<file path="config.mk">
export PLATFORM = sky130hd
export DESIGN_NAME = fetch_pc_ctrl_flat
export DESIGN_NICKNAME = d
export VERILOG_FILES = /design/src/rtl/fetch_pc_ctrl_pkg.sv /design/src/rtl/fetch_pc_ctrl_if.sv /design/src/rtl/fetch_pc_ctrl_pc_hold_reg.sv /design/src/rtl/fetch_pc_ctrl.sv /design/src/flat_wrapper.sv
export SDC_FILE = /design/constraint.sdc
export NUM_CORES = 1
export LEC_CHECK = 0
export CORE_ASPECT_RATIO = 0.9
export CORE_MARGIN = 4
export CORE_UTILIZATION = 56
export DETAILED_ROUTE_END_ITERATION = 10
export PLACE_DENSITY_LB_ADDON = 0.3
export SLEW_MARGIN = 15
export SYNTH_ARGS = -nofsm -noshare
export SYNTH_HDL_FRONTEND = slang
export SYNTH_HIERARCHICAL = 1
export SYNTH_SLANG_ARGS = --single-unit
</file>
<file path="constraint.sdc">
create_clock -name clk -period 5.5 [get_ports clk]
set_input_delay 1.1 -clock clk [delete_from_list [all_inputs] [get_ports clk]]
set_output_delay 1.1 -clock clk [all_outputs]
set_load 0.005 [all_outputs]
</file>
<file path="src/rtl/fetch_pc_ctrl_pkg.sv">
// rtl/fetch_pc_ctrl_pkg.sv - shared widths, reset PC, NOP encoding and FSM states for fetch_pc_ctrl
package fetch_pc_ctrl_pkg;

  localparam int          WORD     = 32;
  localparam logic [31:0] PC_RST   = 32'h1C00_0000;
  localparam logic [31:0] NOP_INST = 32'h0340_0000;

  typedef enum logic [1:0] {
    S_IDLE = 2'd0,
    S_REQ  = 2'd1,
    S_WAIT = 2'd2,
    S_HOLD = 2'd3
  } fetch_state_t;

endpackage

</file>
<file path="src/rtl/fetch_pc_ctrl_if.sv">
// rtl/fetch_pc_ctrl_if.sv - single-outstanding icache request/response bus
interface fetch_pc_ctrl_if #(
  parameter int ADDR_W = 32
) ();

  logic              req;
  logic [ADDR_W-1:0] addr;
  logic              addr_ok;
  logic              data_ok;
  logic [ADDR_W-1:0] rdata;

  // fetch side issues requests and receives responses
  modport master (
    output req,
    output addr,
    input  addr_ok,
    input  data_ok,
    input  rdata
  );

  // icache side accepts requests and returns words
  modport slave (
    input  req,
    input  addr,
    output addr_ok,
    output data_ok,
    output rdata
  );

endinterface

</file>
<file path="src/rtl/fetch_pc_ctrl_pc_hold_reg.sv">
// rtl/fetch_pc_ctrl_pc_hold_reg.sv - fetch PC hold register with write enable
module pc_hold_reg #(
  parameter int                ADDR_W   = 32,
  parameter logic [ADDR_W-1:0] RESET_PC = '0
) (
  input  logic              clk,
  input  logic              rst,
  input  logic              we,
  input  logic [ADDR_W-1:0] pc_in,
  output logic [ADDR_W-1:0] pc_out
);

  // PC only changes on sequential advance or an applied redirect
  always_ff @(posedge clk) begin
    if (rst) begin
      pc_out <= RESET_PC;
    end else if (we) begin
      pc_out <= pc_in;
    end
  end

endmodule

</file>
<file path="src/rtl/fetch_pc_ctrl.sv">
// rtl/fetch_pc_ctrl.sv - fetch PC sequencer, icache handshake and IF slot (optional FETCH_ALIGN_CHK_EN)
module fetch_pc_ctrl
  import fetch_pc_ctrl_pkg::*;
#(
  parameter int                ADDR_W   = WORD,
  parameter logic [ADDR_W-1:0] RESET_PC = ADDR_W'(PC_RST)
) (
  input  logic              clk,
  input  logic              rst,
  input  logic              excp_valid,
  input  logic [ADDR_W-1:0] excp_target,
  input  logic              br_redirect,
  input  logic [ADDR_W-1:0] br_target,
  fetch_pc_ctrl_if.master   icache,
  output logic              if_valid,
  output logic [ADDR_W-1:0] if_pc,
  output logic [ADDR_W-1:0] if_inst,
  input  logic              if_ready
`ifdef FETCH_ALIGN_CHK_EN
  ,
  output logic              if_excp_adef
`endif
);

  fetch_state_t state, state_nxt;

  logic [ADDR_W-1:0] pc, pc_d;
  logic              pc_we;

  logic              cancel, cancel_nxt;
  logic              pend_vld, pend_vld_nxt;
  logic [ADDR_W-1:0] pend, pend_nxt;

  logic              slot_vld, slot_vld_nxt;
  logic [ADDR_W-1:0] slot_pc, slot_pc_nxt;
  logic [ADDR_W-1:0] slot_inst, slot_inst_nxt;

  // response parked while the slot is still occupied (HOLD)
  logic [ADDR_W-1:0] buf_pc, buf_pc_nxt;
  logic [ADDR_W-1:0] buf_inst, buf_inst_nxt;

  // set when HOLD is parked on a faulting target; only a redirect leaves it
  logic              adef_stop, adef_stop_nxt;

  logic              redir;
  logic [ADDR_W-1:0] redir_sel;
  logic [ADDR_W-1:0] redir_tgt;
  logic              consume;
  logic              go;
  logic [ADDR_W-1:0] go_tgt;

  pc_hold_reg #(
    .ADDR_W   (ADDR_W),
    .RESET_PC (RESET_PC)
  ) u_pc_hold_reg (
    .clk    (clk),
    .rst    (rst),
    .we     (pc_we),
    .pc_in  (pc_d),
    .pc_out (pc)
  );

  // exception outranks branch; without the alignment check the low bits are dropped
  always_comb begin
    redir     = excp_valid | br_redirect;
    redir_sel = excp_valid ? excp_target : br_target;
`ifdef FETCH_ALIGN_CHK_EN
    redir_tgt = redir_sel;
`else
    redir_tgt = redir_sel & ~ADDR_W'(3);
`endif
    consume   = slot_vld & if_ready;
  end

  // FSM state register
  always_ff @(posedge clk) begin
    if (rst) begin
      state <= S_IDLE;
    end else begin
      state <= state_nxt;
    end
  end

  // next state, PC update, redirect/cancel bookkeeping and slot control
  always_comb begin
    state_nxt     = state;
    pc_we         = 1'b0;
    pc_d          = pc + ADDR_W'(4);
    cancel_nxt    = cancel;
    pend_vld_nxt  = pend_vld;
    pend_nxt      = pend;
    slot_vld_nxt  = slot_vld & ~consume;
    slot_pc_nxt   = slot_pc;
    slot_inst_nxt = slot_inst;
    buf_pc_nxt    = buf_pc;
    buf_inst_nxt  = buf_inst;
    adef_stop_nxt = adef_stop;
    go            = 1'b0;
    go_tgt        = redir_tgt;

    case (state)
      S_IDLE: begin
        state_nxt = S_REQ;
        if (redir) begin
          go = 1'b1;
        end
      end

      S_REQ: begin
        // address must stay put until accepted, so a redirect is parked in pend
        if (redir) begin
          slot_vld_nxt = 1'b0;
          pend_nxt     = redir_tgt;
          pend_vld_nxt = 1'b1;
          if (icache.addr_ok) begin
            cancel_nxt = 1'b1;
            state_nxt  = S_WAIT;
          end
        end else if (icache.addr_ok) begin
          if (pend_vld) begin
            cancel_nxt = 1'b1;
          end
          state_nxt = S_WAIT;
        end
      end

      S_WAIT: begin
        if (redir) begin
          slot_vld_nxt = 1'b0;
          if (icache.data_ok) begin
            go = 1'b1;
          end else begin
            cancel_nxt   = 1'b1;
            pend_nxt     = redir_tgt;
            pend_vld_nxt = 1'b1;
          end
        end else if (icache.data_ok) begin
          if (cancel) begin
            go     = 1'b1;
            go_tgt = pend;
          end else begin
            pc_we = 1'b1;
            if (!slot_vld || consume) begin
              slot_vld_nxt  = 1'b1;
              slot_pc_nxt   = pc;
              slot_inst_nxt = icache.rdata;
              state_nxt     = S_REQ;
            end else begin
              buf_pc_nxt   = pc;
              buf_inst_nxt = icache.rdata;
              state_nxt    = S_HOLD;
            end
          end
        end
      end

      S_HOLD: begin
        if (redir) begin
          slot_vld_nxt = 1'b0;
          go           = 1'b1;
        end else if (!adef_stop && consume) begin
          slot_vld_nxt  = 1'b1;
          slot_pc_nxt   = buf_pc;
          slot_inst_nxt = buf_inst;
          state_nxt     = S_REQ;
        end
      end

      default: state_nxt = S_IDLE;
    endcase

    // apply a redirect target: either fetch from it or park on an ADEF fault
    if (go) begin
      cancel_nxt    = 1'b0;
      pend_vld_nxt  = 1'b0;
      pc_we         = 1'b1;
      pc_d          = go_tgt;
      adef_stop_nxt = 1'b0;
      state_nxt     = S_REQ;
`ifdef FETCH_ALIGN_CHK_EN
      if (go_tgt[1:0] != 2'b00) begin
        slot_vld_nxt  = 1'b1;
        slot_pc_nxt   = go_tgt;
        slot_inst_nxt = ADDR_W'(NOP_INST);
        adef_stop_nxt = 1'b1;
        state_nxt     = S_HOLD;
      end
`endif
    end
  end

  // redirect bookkeeping, IF slot and parked response registers
  always_ff @(posedge clk) begin
    if (rst) begin
      cancel    <= 1'b0;
      pend_vld  <= 1'b0;
      pend      <= '0;
      slot_vld  <= 1'b0;
      slot_pc   <= '0;
      slot_inst <= '0;
      buf_pc    <= '0;
      buf_inst  <= '0;
      adef_stop <= 1'b0;
    end else begin
      cancel    <= cancel_nxt;
      pend_vld  <= pend_vld_nxt;
      pend      <= pend_nxt;
      slot_vld  <= slot_vld_nxt;
      slot_pc   <= slot_pc_nxt;
      slot_inst <= slot_inst_nxt;
      buf_pc    <= buf_pc_nxt;
      buf_inst  <= buf_inst_nxt;
      adef_stop <= adef_stop_nxt;
    end
  end

  assign icache.req  = (state == S_REQ);
  assign icache.addr = pc;
  assign if_valid    = slot_vld;
  assign if_pc       = slot_pc;
  assign if_inst     = slot_inst;
`ifdef FETCH_ALIGN_CHK_EN
  assign if_excp_adef = slot_vld & adef_stop;
`endif

endmodule

</file>
<file path="src/flat_wrapper.sv">
// flat-port wrapper written by rule: the top's interface ports become plain ports
module fetch_pc_ctrl_flat import fetch_pc_ctrl_pkg::*;
#(
  parameter int                ADDR_W   = WORD,
  parameter logic [ADDR_W-1:0] RESET_PC = ADDR_W'(PC_RST)
)
  (clk, rst, excp_valid, excp_target, br_redirect, br_target, if_valid, if_pc, if_inst, if_ready, icache_req, icache_addr, icache_addr_ok, icache_data_ok, icache_rdata);
  fetch_pc_ctrl_if #(.ADDR_W(ADDR_W)) icache_i ();
  input  logic clk;
  input  logic rst;
  input  logic excp_valid;
  input  logic [ADDR_W-1:0] excp_target;
  input  logic br_redirect;
  input  logic [ADDR_W-1:0] br_target;
  output logic if_valid;
  output logic [ADDR_W-1:0] if_pc;
  output logic [ADDR_W-1:0] if_inst;
  input  logic if_ready;
  output wire logic [$bits(icache_i.req)-1:0] icache_req;
  output wire logic [$bits(icache_i.addr)-1:0] icache_addr;
  input wire logic [$bits(icache_i.addr_ok)-1:0] icache_addr_ok;
  input wire logic [$bits(icache_i.data_ok)-1:0] icache_data_ok;
  input wire logic [$bits(icache_i.rdata)-1:0] icache_rdata;
  assign icache_req = icache_i.req;
  assign icache_addr = icache_i.addr;
  assign icache_i.addr_ok = icache_addr_ok;
  assign icache_i.data_ok = icache_data_ok;
  assign icache_i.rdata = icache_rdata;
  fetch_pc_ctrl #(.ADDR_W(ADDR_W), .RESET_PC(RESET_PC)) u_core (.clk(clk), .rst(rst), .excp_valid(excp_valid), .excp_target(excp_target), .br_redirect(br_redirect), .br_target(br_target), .icache(icache_i), .if_valid(if_valid), .if_pc(if_pc), .if_inst(if_inst), .if_ready(if_ready));
endmodule
</file>
## Word level (Yosys, flattened, before mapping)

Index checks and enable logic that the tools add are counted.

- Flip-flop bits (word level): 197
- Output and inout bits: 98

- Add/sub/neg operators: 1
- Equality and inequality tests: 20
- Multiplexer cells: 61
- Bitwise operators: 7
- Reductions and logical operators: 13

Operators by type and width:

| kind | count |
|---|---|
| $mux 32 | 21 |
| $pmux 32 s2 | 3 |
| $add 32x3->32 const B | 1 |
| $mux 1 | 25 |
| $mux 2 | 7 |
| $reduce_and 6->1 | 2 |
| $ne 2x1->1 const B | 5 |
| $ne 2x2->1 const B | 5 |
| $reduce_and 5->1 | 2 |
| $ne 3x1->1 const B | 3 |
| $ne 3x3->1 const B | 3 |
| $pmux 2 s4 | 1 |
| $reduce_and 7->1 | 1 |
| $pmux 1 s2 | 3 |
| $eq 2x2->1 const B | 2 |
| $not 1->1 | 4 |
| $reduce_and 4->1 | 1 |
| $reduce_bool 2->1 | 2 |
| $reduce_or 2->1 | 2 |
| $ne 3x2->1 const B | 1 |
| $pmux 1 s3 | 1 |
| $and 1x1->1 | 2 |
| $eq 2x1->1 const B | 1 |
| $logic_not 2->1 | 1 |
| other kinds (3) | 3 |

## Logic depth before layout (Yosys ltp)

Gate-level depths: netlist of the first run.

- Word-level depth: 8
- Mapped depth: 11

## Cells and area by module

The synthesis of the first run kept the hierarchy.

By module, submodules not included:

| module | instances | cells an instance | area each (um^2) | sequential area each (um^2) |
|---|---|---|---|---|
| fetch_pc_ctrl | 1 | 955 | 8259.2 | 3263.1 |
| pc_hold_reg | 1 | 103 | 1168.6 | 640.6 |

## Worst setup path after synthesis of the first run

OpenSTA, ideal clock, no wires.

- Path kind: in2reg
- Start point: input excp_valid
- End point: register u_core.u_pc_hold_reg.pc_out[26]
- Data arrival time: 2.994 ns
- Required time: 5.380 ns
- Setup slack: 2.386 ns
- Stages: 9
- Buffers on the path: 5
- Cells stage by stage: clkbuf_1 or3_1 a22oi_1 buf_2 clkbuf_1 o21ai_0 buf_6 buf_12 a211o_1

- Elaborated cells on any way between the ends: 13
- Those cells by class: 12 x mux; 1 x bitwise

RTL lines:

| what | RTL line | RTL |
|---|---|---|
| from (decl) | flat_wrapper.sv:11 | `input logic excp_valid;` |
| $or 1x1->1 * | fetch_pc_ctrl.sv:65 | `redir = excp_valid \| br_redirect;` |
| $mux 1 (on tied branches) | fetch_pc_ctrl.sv:104, fetch_pc_ctrl.sv:158, fetch_pc_ctrl.sv:128 |  |
| $pmux 1 s2 or $mux 1 (tied branches) | fetch_pc_ctrl.sv:101 | `case (state)` |
| $mux 1 * | fetch_pc_ctrl.sv:173 | `if (go) begin` |
| via u_core.pc_we | fetch_pc_ctrl.sv:28 | `logic pc_we;` |
| to (signal assigned) | fetch_pc_ctrl_pc_hold_reg.sv:18 | `pc_out <= pc_in;` |
| to (decl) | fetch_pc_ctrl_pc_hold_reg.sv:10 | `output logic [ADDR_W-1:0] pc_out` |

The timed path passes the listed nets; every way through them passes the cells marked *.
A chain may end at the register's enable or synchronous reset.

## Worst setup path in the final report of the first run

- Start point: input br_redirect
- End point: register u_core.slot_pc[1] (netlist: u_core/if_pc[1])

- Word-level cells in the longest chain between the ends: 3
- Elaborated cells on any way between the ends: 4
- Those cells by class: 2 x eq/ne; 1 x bitwise; 1 x reduce/logical

Ends and longest elaborated chain:

| what | RTL line | RTL |
|---|---|---|
| from (decl) | flat_wrapper.sv:13 | `input logic br_redirect;` |
| $or 1x1->1 * | fetch_pc_ctrl.sv:65 |  |
| $ne 2x2->1 (no line) | -- |  |
| $reduce_and 7->1 (no line) * | -- |  |
| to (signal assigned) | fetch_pc_ctrl.sv:209 | `slot_pc <= slot_pc_nxt;` |
| to (decl) | fetch_pc_ctrl.sv:35 | `logic [ADDR_W-1:0] slot_pc, slot_pc_nxt;` |

Mark *: on every way between the ends. The rest lies on a longest branch, timed or not.

==> reports/metrics.csv, run 1 <==
stage,metric,value,unit
run_status,status,"finished, final reports clean",
final_layout,diodes,0,
min_path,hp-start,u_core/buf_inst[10],
critical_path,end_kind,flip-flop,
run,maxCapViolations,0,
global_route,grt_use_total,26.2,%
logic_synthesis,ys_ff_latch,195,
routing,drtPass1Iterations,5,
floorplanning,die_y,131,um
min_path,hp-class,flip-flop to flip-flop,
floorplanning,row_count,44,
pwr,finalPower,3780,uW
floorplanning,dieArea,0.0190,mm^2
logic_synthesis,synthTopCellsByArea,"dfxtp_1 41%, mux2i_1 17%, a21oi_1 7.1%, nand2_1 5.9%, a211oi_1 5.7%",
sta,setup_viol,0,
routing,drc,0,
global_route,grt_pass1_vias,7970,
floorplanning,start_util,57.7,%
global_route,grt_max_degree,94,
clocking,post_cts_buffers,0,
global_route,antenna_found_initial,0,
clocking,worstSkewPairLatency,430,ps
final_layout,syn_to_final_growth,27.0,%
floorplanning,die_x,145,um
clocking,htree_levels,4,
clocking,clk_pin_slew,80,ps
logic_synthesis,synth_nets,1167,
logic_synthesis,synth_top_cell_area_share,41.4,%
critical_path,worstSetupStartpointType,primary input,
routing,ant_nets,0,
critical_path,worstRegToRegCells,8,
clocking,cts_resized,0,
critical_path,worstSetupPathType,primary input to flip-flop,
sta,period_needed,3310,ps
sta,fin_skew,15.2,ps
sta,period_share,60.2,%
critical_path,startpoint,br_redirect,
critical_path,r2r_start,u_core/state[0],
sta,rsz0062_at_grt,no,
routing,via_count,8354,
logic_synthesis,synthFlopType,dfxtp_1,
logic_synthesis,synth-seq-area-share,41.4,%
floorplanning,core,0.0164,mm^2
clocking,cts.sinks,195,
sta,setup_tns,0,ps
routing,wl,25.4,mm
logic_synthesis,synthCells,1058,
logic_synthesis,ys_types,56,
place,place_hpwl,16.2,mm
pwr,leakage,0.00406,uW
sta,worst_slew_pin_slew,1150,ps
logic_synthesis,avgSynthCellArea,8.91,um^2
logic_synthesis,synth_edf_count,0,
logic_synthesis,yosys_warnings,6,
place,io_buffers,196,
logic_synthesis,ys_async_sr_fraction,0,%
sta,fmax,0.302,GHz
floorplanning,io_pins,201,
global_route,grt_pass1_wl,40.2,mm
clocking,cts_hold_buf,0,
min_path,hold_depth,2,
sta,relSlewSlack,23.2,%
final_layout,n_fill_cell,1310,
final_layout,drive_above_1_share,7.07,%
logic_synthesis,syn_area,0.00943,mm^2
routing,drtIter0Drc,709,
critical_path,path_max_fanout,35,
pwr,p_per_area,316,mW/mm^2
clocking,cts_tree,done,
critical_path,cp.arrival,3570,ps
global_route,overflow,0,
pwr,vdd_drop_max,246,uV
sta,hold_viol,0,
clocking,numCtsBuffers,17,
logic_synthesis,yosysTopAreaCell,dfxtp_1,
sta,slew_viol_final,0,
routing,post_drt_wl_per_cell,18.0,um
place,gp_congestion,0.867,
clocking,ctsRootBufferMaster,clkbuf_16,
critical_path,required,5760,ps
clocking,clk_path_buf_depth,2,
routing,routed_via_density,5.93,
final_layout,final_net_count,1298,
-- per-layer routing --
layer | vias up | routed length [um] | global-route usage (%) | part of all wire (%)
li1 | 4056 | - | - | -
met1 | 3984 | 11000 | 34.0 | 43
met2 | 282 | 12500 | 44.6 | 49
met3 | 32 | 1450 | 5.40 | 5.7
met4 | 0 | 465 | 7.19 | 1.8
met5 | - | 0 | 0 | 0
-- worst paths after layout --
path	to	slack [ps]
worst min-delay path	u_core/buf_inst[10]	460
worst max-delay path	u_core/if_pc[1]	2190
worst min register to register	u_core/buf_inst[10]	460
worst max register to register	u_core/u_pc_hold_reg/pc_out[28]	2580
-- cell usage in the layout (no fill, tap or decap), types with 6 or more instances in the layout --
cell and count:
dfxtp_1 195, nand4_1 12, nand3_1 12, or4_1 13
o211ai_1 17, nand2_1 147, buf_4 14, nor3_1 6
xor2_1 8, a211oi_1 71, a21oi_1 133, clkbuf_16 17
mux2i_1 160, inv_6 6, nor2_1 68, clkdlybuf4s50_1 195
mux2_2 27
-- state kept, by name (all words and copies together), names as in the netlist --
name,flops
u_core/u_pc_hold_reg/pc_out,32
u_core/pend,30
u_core/state,2
u_core/if_pc,32
u_core/pend_vld,1
u_core/buf_pc,32
u_core/if_valid,1
u_core/if_inst,32
u_core/buf_inst,32
u_core/cancel,1
-- cells by family (layout without fill, tap and decap cells) --
kind of cell | Yosys count | after routing | share of synthesized area [%]
flip-flops | 195 | 195 | 41.4
buffers and inverters | 103 | 247 | 5.07
XOR/XNOR | 13 | 13 | 1.21
adder cells (fa/ha/maj) | 6 | 6 | 0.796
AO/OA/AOI/OAI | 255 | 255 | 16.8
multiplexers | 187 | 187 | 20.2
AND/OR/NAND/NOR | 299 | 299 | 14.5
-- synth_stat cells (3+ instances only) --
library cell / count
and4_1: 5
a31oi_1: 3
a211oi_1: 72
buf_12: 3
inv_1: 5
dfxtp_1: 195
or4_1: 13
nor4_1: 5
nor2_1: 68
nor3_1: 6
a211o_1: 3
buf_1: 10
and2_1: 4
nand4_1: 12
xnor2_1: 5
nand3_1: 13
or3_1: 5
clkbuf_1: 61
mux2i_1: 160
mux2_2: 27
xor2_1: 8
o211ai_1: 17
nor2b_1: 4
nand2_1: 147
o21ai_0: 6
buf_2: 22
nand2b_1: 4
a21oi_1: 134
ha_1: 6
-- critical path, cell delays in order --
cell	delay, ps
clkdlybuf4s50_1	510
or2_2	420
a211oi_4	240
and2_2	670
buf_4	470
a211oi_1	130
-- metrics by stage --
step / instance area [um^2] / std cells / hold WS, ps / utilization [%] / worst slack [ps]
floorplan: 9430 / 1058 / 436 / - / 2390
global placement: 11400 / 1377 / 441 / 69.6 / 1820
detailed placement: 11400 / 1377 / 446 / 69.6 / 1780
CTS: 12000 / 1409 / 456 / 73.2 / 2250
global route: 12000 / 1409 / 475 / 73.2 / 2090
finish: 12000 / 1409 / 455 / 73.2 / 2190
-- area by class of cell --
type	count	area, um^2	share of cell area [%]
clock inverter	14	168	1.40
timing repair buffer	210	2070	17.3
tap	207	259	2.16
clock buffer	18	429	3.58
inverter	5	18.8	0.157
sequential	195	3900	32.6
multi-input combinational	760	5120	42.8
-- power by group --
group	internal, uW	switching [uW]
Sequential	1500	146
Clock	688	581
Combinational	432	428
Total	2620	1160
Note: power is estimated with default switching activity, not from simulation.
==> run 2, diff against run 1 <==
--- a/config.mk
+++ b/config.mk
@@ -7,7 +7,7 @@
 export LEC_CHECK = 0
 export CORE_ASPECT_RATIO = 0.9
 export CORE_MARGIN = 4
-export CORE_UTILIZATION = 56
+export CORE_UTILIZATION = 52
 export DETAILED_ROUTE_END_ITERATION = 10
 export PLACE_DENSITY_LB_ADDON = 0.3
 export SLEW_MARGIN = 15
==> constraint.sdc (replaced) <==
create_clock -name clk -period 3.4 [get_ports clk]
set_input_delay 0.68 -clock clk [delete_from_list [all_inputs] [get_ports clk]]
set_output_delay 0.68 -clock clk [all_outputs]
set_load 0.005 [all_outputs]
==> run 2 against run 1 <==
  * Total power up 61%
  * Clock-buffer cell count is the same
  * Core utilization decreased by 4.8 points
  * Via count rose by 0.71%
  * First-iteration DRC count decreased by 20%
  * Sequential cell count unchanged
  * Global-route usage fell by 2.1 points
  * Sequential power is 61% higher
  * Worst hold slack worse by 0.74 ps
  * Clock skew fell by 6.2 ps
==> reports/metrics.csv, run 2 (same netlist as run 1, synthesis figures left out) <==
stage,metric,value,unit
final_layout,final_net_count,1308,
run,maxCapViolations,0,
pwr,vdd_drop_max,386,uV
clocking,cts_tree,done,
sta,period_share,76.9,%
critical_path,r2r_start,u_core/state[0],
routing,wl,25.5,mm
floorplanning,die_y,136,um
final_layout,diodes,0,
critical_path,cp.arrival,2940,ps
min_path,hp-class,flip-flop to flip-flop,
routing,drtIter0Drc,570,
routing,drtPass1Iterations,6,
critical_path,required,3720,ps
clocking,cts.sinks,195,
sta,fin_skew,8.98,ps
routing,ant_nets,0,
global_route,grt_max_degree,96,
final_layout,syn_to_final_growth,28.7,%
clocking,worstSkewPairLatency,430,ps
critical_path,worstSetupPathType,primary input to flip-flop,
routing,via_count,8413,
global_route,overflow,0,
routing,wl_met3,1.70,mm
run_status,status,"finished, final reports clean",
critical_path,worstSetupStartpointType,primary input,
floorplanning,io_pins,201,
sta,slew_viol_final,0,
floorplanning,die_x,150,um
final_layout,multi_input_area,0.00512,mm^2
sta,relSlewSlack,46.5,%
routing,post_drt_wl_per_cell,17.5,um
final_layout,layout_common_cells,"195 x clkdlybuf4s50_1, 195 x dfxtp_1, 160 x mux2i_1",
global_route,grt_use_total,24.1,%
clocking,clk_path_buf_depth,2,
routing,top_layer_used,met4,
final_layout,drive_above_1_share,7.92,%
pwr,p_per_area,500,mW/mm^2
routing,routed_via_density,5.79,
min_path,hp-start,u_core/buf_inst[16],
final_layout,n_fill_cell,1468,
clocking,clk_pin_slew,70,ps
clocking,ctsRootBufferMaster,clkbuf_16,
critical_path,startpoint,icache_data_ok,
clocking,cts_resized,0,
global_route,grt_pass1_vias,7898,
sta,setup_tns,0,ps
routing,wl_met1,10.7,mm
sta,period_needed,2610,ps
clocking,htree_levels,4,
floorplanning,core,0.0177,mm^2
final_layout,fin_util,68.5,%
clocking,numCtsBuffers,17,
sta,setup_viol,0,
sta,worst_slew_pin_slew,803,ps
final_layout,ff_latch_area,0.00390,mm^2
sta,hold_viol,0,
clocking,cts_hold_buf,0,
place,place_hpwl,16.6,mm
critical_path,end_kind,flip-flop,
routing,drc,0,
sta,whs,454,ps
global_route,antenna_found_initial,0,
floorplanning,dieArea,0.0204,mm^2
sta,rsz0062_at_grt,no,
pwr,leakage,0.00412,uW
place,gp_congestion,0.865,
floorplanning,start_util,53.2,%
place,io_buffers,196,
sta,fmax,0.382,GHz
critical_path,path_max_fanout,14,
global_route,grt_pass1_wl,39.9,mm
routing,wl_met2,12.6,mm
floorplanning,row_count,46,
clocking,post_cts_buffers,0,
[run 2: cell count changes in the layout (fill, tap and decap cells not counted)]
cell | before | now
clkbuf_8 | 0 | 1
inv_8 | 2 | 1
inv_6 | 6 | 7
clkbuf_1 | 1 | 0
buf_12 | 0 | 5
bufinv_16 | 2 | 1
clkinv_4 | 2 | 1
buf_4 | 14 | 19
clkinvlp_4 | 2 | 4
[run 2: area by class of cell]
class / instances / area share (%)
flip-flops and latches: 195 / 32.2
clock buffers: 18 / 3.62
repair buffers: 220 / 18.2
clock inverters: 14 / 1.17
multi-input cells: 760 / 42.2
well taps: 240 / 2.47
inverters: 5 / 0.155
[run 2: path summary, 6_finish.rpt]
kind	slack, ps	cells past startpoint	to
worst max-delay path	790	7	u_core/u_pc_hold_reg/pc_out[27]
worst min-delay path	450	2	u_core/buf_inst[16]
worst max register to register	810	8	u_core/u_pc_hold_reg/pc_out[27]
worst min register to register	450	2	u_core/buf_inst[16]
[run 2: critical path, cell delays in order]
cell	delay, ps
clkdlybuf4s50_1	620
and3b_1	250
a22o_1	490
buf_4	240
nor4_1	50
or3_1	320
a211o_1	290
[run 2: report_power, final]
group	internal (uW)	switching (uW)
sequential	2430	229
combinational	721	698
clock	1050	940
[run 2: through the flow]
step / worst slack [ps] / cells / power [uW] / cell area [um^2]
floorplan: 706 / 1058 / 3590 / 9430
global route: 714 / 1452 / 6340 / 12100
detailed placement: 406 / 1420 / 4110 / 11600
CTS: 842 / 1452 / 6090 / 12100
finish: 785 / 1452 / 6070 / 12100
global placement: 428 / 1420 / 4070 / 11600
[run 2: routing by layer]
metal | up-vias | global-route usage (%)
met5 | - | 0
met4 | 0 | 7.42
met3 | 28 | 4.42
met2 | 293 | 40.8
met1 | 4014 | 31.4
li1 | 4078 | -
==> run 3, diff against run 2 <==
--- a/config.mk
+++ b/config.mk
@@ -7,7 +7,7 @@
 export LEC_CHECK = 0
 export CORE_ASPECT_RATIO = 0.9
 export CORE_MARGIN = 4
-export CORE_UTILIZATION = 52
+export CORE_UTILIZATION = 47
 export DETAILED_ROUTE_END_ITERATION = 10
 export PLACE_DENSITY_LB_ADDON = 0.3
 export SLEW_MARGIN = 15
==> constraint.sdc (replaced) <==
create_clock -name clk -period 2.4 [get_ports clk]
set_input_delay 0.48 -clock clk [delete_from_list [all_inputs] [get_ports clk]]
set_output_delay 0.48 -clock clk [all_outputs]
set_load 0.005 [all_outputs]
==> run 3 against run 2 <==
  * Non-clock buffer count up 50
  * Clock-buffer cell count did not move
  * Global-route usage shrank 0.71 points
  * Via count up 1.9%
  * Combinational power rose by 73%
  * Wire length increased by 5.1%
  * Sequential cell count unchanged
  * Clock power up 39%
  * Clock skew shrank 0.72 ps
  * Critical path type is now flip-flop to flip-flop
==> reports/metrics.csv, run 3 (same netlist as run 1, synthesis figures left out) <==
stage,metric,value,unit
clocking,numCtsBuffers,17,
critical_path,end_kind,flip-flop,
run,maxCapViolations,0,
clocking,worstSkewPairLatency,430,ps
sta,whs,455,ps
sta,fin_skew,8.26,ps
place,place_area,0.0121,mm^2
place,gp_congestion,0.902,
pwr,finalPower,8840,uW
sta,setup_viol,0,
global_route,grt_use_total,23.4,%
sta,period_share,94.5,%
clocking,ctsRootBufferMaster,clkbuf_16,
floorplanning,io_pins,201,
floorplanning,core,0.0195,mm^2
routing,ant_nets,0,
pwr,leakage,0.00442,uW
sta,fmax,0.441,GHz
clocking,cts_hold_buf,0,
run_status,status,"finished, final reports clean",
global_route,overflow,0,
critical_path,cp.arrival,2580,ps
clocking,cts_tree,done,
critical_path,startpoint,u_core/state[1],
sta,period_needed,2270,ps
final_layout,syn_to_final_growth,34.1,%
routing,wl,26.7,mm
critical_path,r2r_end,u_core/u_pc_hold_reg/pc_out[22],
sta,slew_viol_final,0,
pwr,seqPwrFrac,41.1,%
min_path,hp-class,flip-flop to flip-flop,
final_layout,layout_common_cells,"195 x clkdlybuf4s50_1, 195 x dfxtp_1, 160 x mux2i_1",
final_layout,stdcell_area,0.0126,mm^2
critical_path,r2r_start,u_core/state[1],
pwr,p_per_area,700,mW/mm^2
routing,post_drt_wl_per_cell,17.7,um
place,io_buffers,196,
place,dp.cells,1480,
floorplanning,row_count,48,
critical_path,worstSetupPathType,flip-flop to flip-flop,
sta,rsz0062_at_grt,no,
global_route,grt_pass1_vias,8315,
clocking,htree_levels,4,
sta,hold_viol,0,
clocking,cts.sinks,195,
routing,drtPass1Iterations,6,
critical_path,endpoint,u_core/u_pc_hold_reg/pc_out[22],
sta,relSlewSlack,47.7,%
routing,drtIter0Drc,709,
clocking,clk_pin_slew,80,ps
final_layout,final_cells,1512,
global_route,antenna_found_initial,0,
floorplanning,dieArea,0.0224,mm^2
critical_path,worstRegToRegCells,10,
final_layout,fin_util,65.0,%
final_layout,diodes,0,
floorplanning,die_y,142,um
pwr,swShare,31.3,%
routing,drc,0,
clocking,clk_path_buf_depth,2,
pwr,p_clk_share,31.3,%
floorplanning,start_util,48.5,%
pwr,p_int,6070,uW
pwr,power_switching,2770,uW
routing,via_count,8571,
critical_path,worstSetupStartpointType,flip-flop,
final_layout,drive_above_1_share,11.8,%
global_route,grt_pass1_wl,42.9,mm
critical_path,required,2710,ps
critical_path,reg2reg_slack,130,ps
floorplanning,die_x,157,um
pwr,vdd_drop_max,476,uV
place,place_hpwl,18.2,mm
pwr,pwr-share-comb,27.7,%
critical_path,path_max_fanout,10,
sta,worst_slew_pin_slew,784,ps
routing,routed_via_density,5.67,
final_layout,final_net_count,1358,
global_route,grt_max_degree,69,
==> run 3: layout make-up <==
class                   count  area, um^2
fillers                  1618        6820
multi-input cells         760        5130
clock inverters            14         130
flip-flops and latches    195        3900
repair buffers            270        2710
inverters                   5        18.8
well taps                 250         313
clock buffers              18         429
==> run 3: repair_timing <==
item / 4_1_cts / 5_1_grt
gates resized for setup: 0 / 5
endpoints found under the setup margin: 0 / 9
buffers inserted: 0 / 0
==> run 3: worst max-delay path: stages, from the launching register on <==
cell,delay (ps)
dfxtp_1,410
inv_2,90
ha_1,320
nor2_1,190
a22oi_2,110
buf_4,210
buf_4,170
o211a_1,100
or3_1,330
mux2i_1,150
nor2_1,50
==> run 3: layer usage <==
layer  global-route usage (%)  vias up  wire length [um]
li1                         -     4197                 -
met1                     30.4     4064             11400
met2                     39.3      279             13100
met3                     5.23       31              1850
met4                     6.47        0               427
met5                        0        -                 0
==> run 3: power groups by stage <==
stage | Combinational (uW) | Sequential, uW | Clock (uW)
after floorplan | 1370 | 3710 | 0
final | 2450 | 3630 | 2770
after CTS | 2420 | 3630 | 2820
after global routing | 2630 | 3660 | 2960
after global placement | 2350 | 3690 | 0
after detailed placement | 2400 | 3700 | 0
==> run 3: stage by stage <==
step                      setup slack [ps]  TNS (ps)
after global routing                  13.0         0
final                                  131         0
after CTS                             36.2         0
after detailed placement              -266     -7290
after floorplan                       14.3         0
after global placement                -229     -7280
==> run 3: worst min-delay path by stage <==
stage	start	end	slack, ps	depth (start not counted)
final	u_core/buf_inst[17]	u_core/buf_inst[17]	460	2
after global routing	u_core/buf_pc[8]	u_core/buf_pc[8]	470	2
after CTS	u_core/buf_pc[3]	u_core/buf_pc[3]	460	2
after detailed placement	u_core/buf_pc[3]	u_core/buf_pc[3]	450	2
after global placement	u_core/buf_pc[22]	u_core/buf_pc[22]	440	2
after floorplan	u_core/buf_inst[0]	u_core/buf_inst[0]	440	2
